[src/rtl/router_filereg_pkg.sv]
// Shared definitions for the router file-register responder: field widths,
// command encodings and request/response message layouts.
package router_filereg_pkg;

  localparam int unsigned DefModuleAddressSize        = 11;
  localparam int unsigned DefCommandFieldSize         = 2;
  localparam int unsigned DefRegisterAddressFieldSize = 5;
  localparam int unsigned DefPayloadFieldSize         = 32;
  localparam int unsigned DefNumberOfRegisters        = 16;
  localparam int unsigned DefMessageSize              = DefCommandFieldSize +
                                                        DefRegisterAddressFieldSize +
                                                        DefPayloadFieldSize;
  localparam int unsigned DropCountWidth              = 16;

  // Request commands occupy 0/1; response commands reuse the otherwise illegal 2/3.
  typedef enum logic [DefCommandFieldSize-1:0] {
    CMD_WRITE     = 2'd0,
    CMD_READ      = 2'd1,
    RSP_READ      = 2'd2,
    RSP_WRITE_ACK = 2'd3
  } cmd_e;

  typedef struct packed {
    cmd_e                                   cmd;
    logic [DefRegisterAddressFieldSize-1:0] addr;
    logic [DefPayloadFieldSize-1:0]         payload;
  } msg_t;

  typedef struct packed {
    logic [DefModuleAddressSize-1:0] module_addr;
    logic [DefModuleAddressSize-1:0] src;
    msg_t                            msg;
  } req_t;

  typedef struct packed {
    logic [DefModuleAddressSize-1:0] dest;
    msg_t                            msg;
  } rsp_t;

endpackage

[src/rtl/router_filereg_bank.sv]
// Configuration register bank: one write port, a combinational read mux that
// returns zero for unimplemented addresses, and a flattened export.
module router_filereg_bank
  import router_filereg_pkg::*;
#(
  parameter int unsigned AddrWidth = DefRegisterAddressFieldSize,
  parameter int unsigned DataWidth = DefPayloadFieldSize,
  parameter int unsigned NumRegs   = DefNumberOfRegisters
) (
  input  logic                         clk,
  input  logic                         rst_n,
  input  logic                         i_we,
  input  logic [AddrWidth-1:0]         i_waddr,
  input  logic [DataWidth-1:0]         i_wdata,
  input  logic [AddrWidth-1:0]         i_raddr,
  output logic [DataWidth-1:0]         o_rdata,
  output logic [NumRegs*DataWidth-1:0] o_flat
);

  logic [DataWidth-1:0] w_regs [NumRegs];

  // Address decode by equality, so out-of-range writes hit nothing.
  for (genvar g = 0; g < NumRegs; g++) begin : g_reg
    logic [DataWidth-1:0] r_q;

    always_ff @(posedge clk or negedge rst_n) begin
      if (!rst_n) begin
        r_q <= '0;
      end else if (i_we && (i_waddr == AddrWidth'(g))) begin
        r_q <= i_wdata;
      end
    end

    assign w_regs[g] = r_q;
    assign o_flat[g*DataWidth +: DataWidth] = r_q;
  end

  always_comb begin
    o_rdata = '0;
    for (int i = 0; i < NumRegs; i++) begin
      if (i_raddr == AddrWidth'(i)) begin
        o_rdata = w_regs[i];
      end
    end
  end

endmodule

[src/rtl/router_filereg_responder.sv]
// File-register target: decodes NoC requests, updates the register bank and
// returns read responses. Define ROUTER_FILEREG_WRITE_ACK_EN to acknowledge writes.
module router_filereg_responder
  import router_filereg_pkg::*;
#(
  parameter int unsigned ModuleAddressSize        = DefModuleAddressSize,
  parameter int unsigned CommandFieldSize         = DefCommandFieldSize,
  parameter int unsigned RegisterAddressFieldSize = DefRegisterAddressFieldSize,
  parameter int unsigned PayloadFieldSize         = DefPayloadFieldSize,
  parameter int unsigned NumberOfRegisters        = DefNumberOfRegisters,
  parameter int unsigned MessageSize              = DefMessageSize,
  parameter int unsigned ModuleId                 = 0
) (
  input  logic                                          clk,
  input  logic                                          rst_n,
  input  logic                                          s_valid,
  output logic                                          s_ready,
  input  logic [ModuleAddressSize-1:0]                  s_module,
  input  logic [ModuleAddressSize-1:0]                  s_src,
  input  logic [MessageSize-1:0]                        s_message,
  output logic                                          m_valid,
  input  logic                                          m_ready,
  output logic [ModuleAddressSize-1:0]                  m_dest,
  output logic [MessageSize-1:0]                        m_message,
  output logic [NumberOfRegisters*PayloadFieldSize-1:0] cfg_regs,
  output logic [DropCountWidth-1:0]                     drop_count
);

  typedef enum logic [0:0] {StIdle, StResp} state_e;

  state_e                          r_state;
  logic                            r_s_ready;
  logic                            r_m_valid;
  logic [ModuleAddressSize-1:0]    r_m_dest;
  logic [MessageSize-1:0]          r_m_message;
  logic [DropCountWidth-1:0]       r_drop_count;

  logic [CommandFieldSize-1:0]         w_cmd;
  logic [RegisterAddressFieldSize-1:0] w_addr;
  logic [PayloadFieldSize-1:0]         w_payload;
  logic                                w_accept;
  logic                                w_match;
  logic                                w_is_write;
  logic                                w_is_read;
  logic                                w_respond;
  logic                                w_we;
  logic [PayloadFieldSize-1:0]         w_rdata;
  logic [CommandFieldSize-1:0]         w_rsp_cmd;
  logic [PayloadFieldSize-1:0]         w_rsp_data;

  assign w_cmd      = s_message[MessageSize-1 -: CommandFieldSize];
  assign w_addr     = s_message[PayloadFieldSize +: RegisterAddressFieldSize];
  assign w_payload  = s_message[PayloadFieldSize-1:0];

  assign w_accept   = s_valid && r_s_ready;
  assign w_match    = (s_module == ModuleAddressSize'(ModuleId));
  assign w_is_write = (w_cmd == CommandFieldSize'(CMD_WRITE));
  assign w_is_read  = (w_cmd == CommandFieldSize'(CMD_READ));
  assign w_we       = w_accept && w_match && w_is_write;

`ifdef ROUTER_FILEREG_WRITE_ACK_EN
  assign w_respond  = w_match && (w_is_read || w_is_write);
`else
  assign w_respond  = w_match && w_is_read;
`endif

  assign w_rsp_cmd  = w_is_read ? CommandFieldSize'(RSP_READ) : CommandFieldSize'(RSP_WRITE_ACK);
  assign w_rsp_data = w_is_read ? w_rdata : w_payload;

  router_filereg_bank #(
    .AddrWidth (RegisterAddressFieldSize),
    .DataWidth (PayloadFieldSize),
    .NumRegs   (NumberOfRegisters)
  ) u_bank (
    .clk     (clk),
    .rst_n   (rst_n),
    .i_we    (w_we),
    .i_waddr (w_addr),
    .i_wdata (w_payload),
    .i_raddr (w_addr),
    .o_rdata (w_rdata),
    .o_flat  (cfg_regs)
  );

  // s_ready resets low and rises on the first edge out of reset; it drops for
  // the whole response phase, giving one bubble per response.
  always_ff @(posedge clk or negedge rst_n) begin
    if (!rst_n) begin
      r_state     <= StIdle;
      r_s_ready   <= 1'b0;
      r_m_valid   <= 1'b0;
      r_m_dest    <= '0;
      r_m_message <= '0;
    end else begin
      unique case (r_state)
        StIdle: begin
          r_s_ready <= 1'b1;
          if (w_accept && w_respond) begin
            r_state     <= StResp;
            r_s_ready   <= 1'b0;
            r_m_valid   <= 1'b1;
            r_m_dest    <= s_src;
            r_m_message <= {w_rsp_cmd, w_addr, w_rsp_data};
          end
        end
        StResp: begin
          if (m_ready) begin
            r_state   <= StIdle;
            r_s_ready <= 1'b1;
            r_m_valid <= 1'b0;
          end
        end
        default: begin
          r_state <= StIdle;
        end
      endcase
    end
  end

  always_ff @(posedge clk or negedge rst_n) begin
    if (!rst_n) begin
      r_drop_count <= '0;
    end else if (w_accept && !w_match && (r_drop_count != '1)) begin
      r_drop_count <= r_drop_count + 1'b1;
    end
  end

  assign s_ready    = r_s_ready;
  assign m_valid    = r_m_valid;
  assign m_dest     = r_m_dest;
  assign m_message  = r_m_message;
  assign drop_count = r_drop_count;

endmodule

[config.mk]
export PLATFORM = sky130hd
export DESIGN_NAME = router_filereg_responder
export DESIGN_NICKNAME = d
export VERILOG_FILES = /design/src/rtl/router_filereg_pkg.sv /design/src/rtl/router_filereg_bank.sv /design/src/rtl/router_filereg_responder.sv
export SDC_FILE = /design/constraint.sdc
export NUM_CORES = 1
export LEC_CHECK = 0
export CORE_AREA = 2 2 252 254
export CTS_CLUSTER_DIAMETER = 40
export CTS_CLUSTER_SIZE = 30
export DETAILED_ROUTE_END_ITERATION = 16
export DIE_AREA = 0 0 254 256
export GPL_TIMING_DRIVEN = 0
export PLACE_DENSITY = 0.76
export SYNTH_ARGS = -nofsm -noshare
export SYNTH_HDL_FRONTEND = slang
export SYNTH_SLANG_ARGS = --single-unit
[constraint.sdc]
create_clock -name clk -period 6 [get_ports clk]
set_input_delay 1.5 -clock clk [delete_from_list [all_inputs] [get_ports clk]]
set_output_delay 1.5 -clock clk [all_outputs]
set_load 0.02 [all_outputs]
==> metrics list <==
* Setup repair after global routing missed its margin: false
- Parity-gate share of the synthesized area counting xor and xnor cells: less than 1%
- Clock tree from TritonCTS: built
* DRC errors left: 0
- CTS placed an instance of sky130_fd_sc_hd__clkbuf_16 at the clock tree root.
* Die Span X: roughly 250 um
* Via total after detailed routing: ~24000
- Vertical die dimension: 256 um
- After global routing the overflow that remains totals 0.
- The synthesized design spends more area on one cell type than any other, namely sky130_fd_sc_hd__dfrtp_1.
- Critical path fanouts, max: 11
- After floorplanning, the core was divided into 92 placement rows.
- Static leakage: 17.01 nW
- Max-cap violations in this run came to 4.
- Post-synthesis to final-layout area growth: 42.11%
- Worst-case clock skew: 39.69 ps
- Met2 Resource Use GR: 63.99%
- In this run, synthesis produced a sequential element count of around 580.
- Setup TNS: -102.0 ps
* Cell Count Post-Placement: roughly 3600
* Net total in the final layout: 2959
- Number of antenna violations at the first check in global routing: 7
* Number of global-route vias before repair: 24760
* Startpoint class of the critical path: primary input
* Status: finished, violations left
- Maximum number of pins on one net before global-route repair: 118
* Number of enable-type register cells in the synthesized netlist: 0
* Post-Syn Area per Cell: 12.33 um^2
- The die covers 65020 um^2.
- After detailed routing, the average wire length per cell comes to 36.23 um.
- The clock passes through at most 3 buffers.
- Count of endpoints failing setup in the final report: 1
* Count of boundary I/O pins: 645
* Ratio of final minimum period to clock period: 101.7%
- Initial core utilization: between 40% and 50%
* Placeable core region: between 60000 and 70000 um^2
- Global routing consumed, over all layers together, 41.87% of the routing resources.
- The worst hold path belongs to the class reg -> reg.
- At the end of routability-driven placement, the weighted congestion stood at between 0.9 and 1.
- After Yosys synthesis, and, or, nand and nor cells account for under 10% of the synthesized area.
- The count of buffers added on input and output ports is 642.
- Ratio of routed vias to standard cells: between 6 and 7
- Final setup slack of the worst path: -102.0 ps
* Share of final-layout standard cells stronger than drive strength 1: between 20% and 30%
- The H-tree was split into 3 levels.
* Compound-Gate Fraction of Synth Area: between 10% and 20%
* Part of the Yosys area used for sequential elements: a little under three fifths
- Number of nets in the synthesized netlist: 2208
* Share of flip-flops with an asynchronous set or reset: 100.0%
- Number of buffers added by the clock tree synthesis step: 96
- Type of element capturing the critical path: register
- Clock latency reported for the late side of the worst-skew pair: between 600 and 700 ps
- Summing every instance area after synthesis gives ~26000 um^2.
- Violations in the final reports: capacitance limit, slew limit, setup timing
- Power density of the placed cells: 276.5 nW/um^2
- Yosys printed 0 warnings.
- The layer flagged by global routing as most heavily used is met2.
- Filler cell count in the final layout: 4987
- The count of nets left with antenna violations once routing finished came out at 0.
* Share of cell area taken by muxes after synthesis: roughly a quarter
* Number of setup buffers added after CTS: 0
- The share of synthesized area in the top cell type comes to a little under three fifths.
- The number of gates resized after CTS was 1.
* Cell Count, Final, Fillers Out: 3823
* Met3 Usage GRT: roughly 18%
- The max-slew violation total from the final report was 37.
* Routed Wire Length: roughly 140000 um
- Headroom to the max-slew limit came out at -3.205%.
- By area, the combinational part of the netlist is dominated by multiplexers.
* Worst path arrival time: roughly 6600 ps
- After clock tree synthesis, the clock-pin slew on the worst setup and hold paths is 50 ps.
- The pre-antenna-repair detailed-routing pass consisted of 6 iterations.
- Count of mapped cells out of synthesis: roughly 2100
* Hold-fix buffers, CTS: 0
- The worst path in the final design needs a cycle of ~6100 ps, including I/O delays and setup.
- The first routing iteration left roughly 2700 violations.
- Static timing analysis puts the maximum clock frequency at around 0.16 GHz.
- The synthesized netlist contains a little under 70 unique library cells.
- The first global-routing pass estimated between 150000 and 200000 um of wire.
- Synthesized-area fraction occupied by adder cells: less than 1%
* Leading register cell type out of synthesis: sky130_fd_sc_hd__dfrtp_1
* Top cells by area, synth: sky130_fd_sc_hd__dfrtp_1 55%, sky130_fd_sc_hd__mux2_2 21%, sky130_fd_sc_hd__o21ai_0 2.1%, sky130_fd_sc_hd__nand2_1 1.8%, sky130_fd_sc_hd__clkbuf_1 1.6%
- Met1 demand-to-capacity share in global routing: between 40% and 50%
- Fin. Hold Viols: 0
- IR analysis of the VDD net gives a maximum drop of approximately 230 uV.
- CTS Sinks: around 580
* Required time of the worst setup path: 6480 ps
- The wire-length estimate of the detail-placed layout is just under 100000 um.
- The critical path is of the in -> reg type.
* Slew of the pin with the lowest slew margin: approximately 1500 ps
[layout by cell type (no fill, tap or decap), types with 36 or more instances in the layout]
cell | Yosys | routed
sky130_fd_sc_hd__clkdlybuf4s50_1 | 0 | 641
sky130_fd_sc_hd__dfrtp_1 | 581 | 581
sky130_fd_sc_hd__mux2_2 | 491 | 491
sky130_fd_sc_hd__nand2_1 | 128 | 128
sky130_fd_sc_hd__clkbuf_1 | 115 | 117
sky130_fd_sc_hd__o21ai_0 | 111 | 111
sky130_fd_sc_hd__nor2_1 | 99 | 97
sky130_fd_sc_hd__clkbuf_16 | 0 | 97
sky130_fd_sc_hd__a21oi_1 | 80 | 80
sky130_fd_sc_hd__a22oi_1 | 36 | 36
[cell usage after synthesis (all sizes together) (3+ instances only)]
cell type,count
buf,58
a222oi,7
nand4,9
or3,10
a221oi,8
a32oi,4
nor4bb,3
xor2,7
and2,3
nand3,19
a22oi,36
o21bai,3
a22o,27
o31ai,5
and3,6
nor3b,4
inv,10
a21oi,80
a221o,13
clkbuf,115
o211ai,7
nand3b,3
mux2i,33
nand2,128
a211o,4
o22ai,24
dfrtp,581
nor4,6
nand2b,13
o21a,15
o221ai,23
nor2,107
o21ai,112
xnor2,8
nor3,37
mux2,514
or4b,3
a31oi,12
nor2b,9
o2bb2ai,20
a2bb2oi,12
a21boi,3
o31a,12
[through the flow]
stage	power, mW	hold WS (ps)	utilization (%)	setup slack [ps]	cell area [um^2]
floorplan	4.267	431.6	-	2196	26410
global placement	4.617	451.3	54.33	-21570	33890
detailed placement	4.633	462.4	54.69	-667.5	34120
CTS	10.35	472.2	60.11	356.7	37500
global route	10.57	504.1	60.14	143.0	37520
finish	10.38	466.1	60.15	-102.0	37530
[cells by family after synthesis]
group | Yosys count
DFF | 581
muxes | 549
AOI/OAI and AO/OA | 446
and+or+nand+nor | 367
buffers and inverters | 183
xor gates and xnor gates | 15
adders and majority gates | 1
[path summary, 6_finish.rpt]
kind                       cells past startpoint  slack, ps           from                      to
hold / removal                                 2        470      m_dest[6]               m_dest[6]
min in group asynchronous                      1        780          rst_n           drop_count[3]
max in group asynchronous                      4       3340          rst_n  u_bank.g_reg[0].r_q[2]
setup / recovery                               9       -100  s_message[32]            m_message[3]
hold reg to reg                                2        470      m_dest[6]               m_dest[6]
setup reg to reg                               6       2380        s_ready  u_bank.g_reg[4].r_q[9]
[routing by layer]
layer	vias up	wire length, um
li1	9429	-
met1	12290	48190
met2	1973	61830
met3	578	18130
met4	8	10290
met5	-	53
[where the power goes]
part	internal [mW]	switching, mW
combinational	0.180	0.431
sequential	3.95	0.0318
clock	3.61	2.17
total	7.74	2.63
[cell type report]
| class | count | area (um^2) | share of cell area (%) |
|---|---|---|---|
| buffer | 173 | 775.7 | 2.067 |
| clock inverter | 70 | 843.3 | 2.247 |
| clock buffer | 108 | 2539 | 6.764 |
| tap | 846 | 1059 | 2.820 |
| antenna | 4 | 10.01 | 0.02667 |
| timing repair buffer | 653 | 6636 | 17.68 |
| sequential | 581 | 14540 | 38.74 |
| multi-input combinational | 1378 | 11090 | 29.55 |
| inverter | 10 | 37.54 | 0.1000 |
[worst max-delay path, stage by stage]
cell	delay (ps)
sky130_fd_sc_hd__clkdlybuf4s50_1	500
sky130_fd_sc_hd__clkbuf_1	330
sky130_fd_sc_hd__clkbuf_1	640
sky130_fd_sc_hd__clkbuf_2	640
sky130_fd_sc_hd__clkbuf_1	1010
sky130_fd_sc_hd__clkbuf_1	920
sky130_fd_sc_hd__a211oi_1	230
sky130_fd_sc_hd__a211oi_1	620
sky130_fd_sc_hd__o21ai_0	150
[state kept, by name, indices dropped and copies added, names as in the netlist]
register and flops:
drop_count 16, m_dest 11, m_message 39, m_valid 1, r_state 1, s_ready 1, u_bank.g.r_q 512
Note: power is estimated with default switching activity, not from simulation.
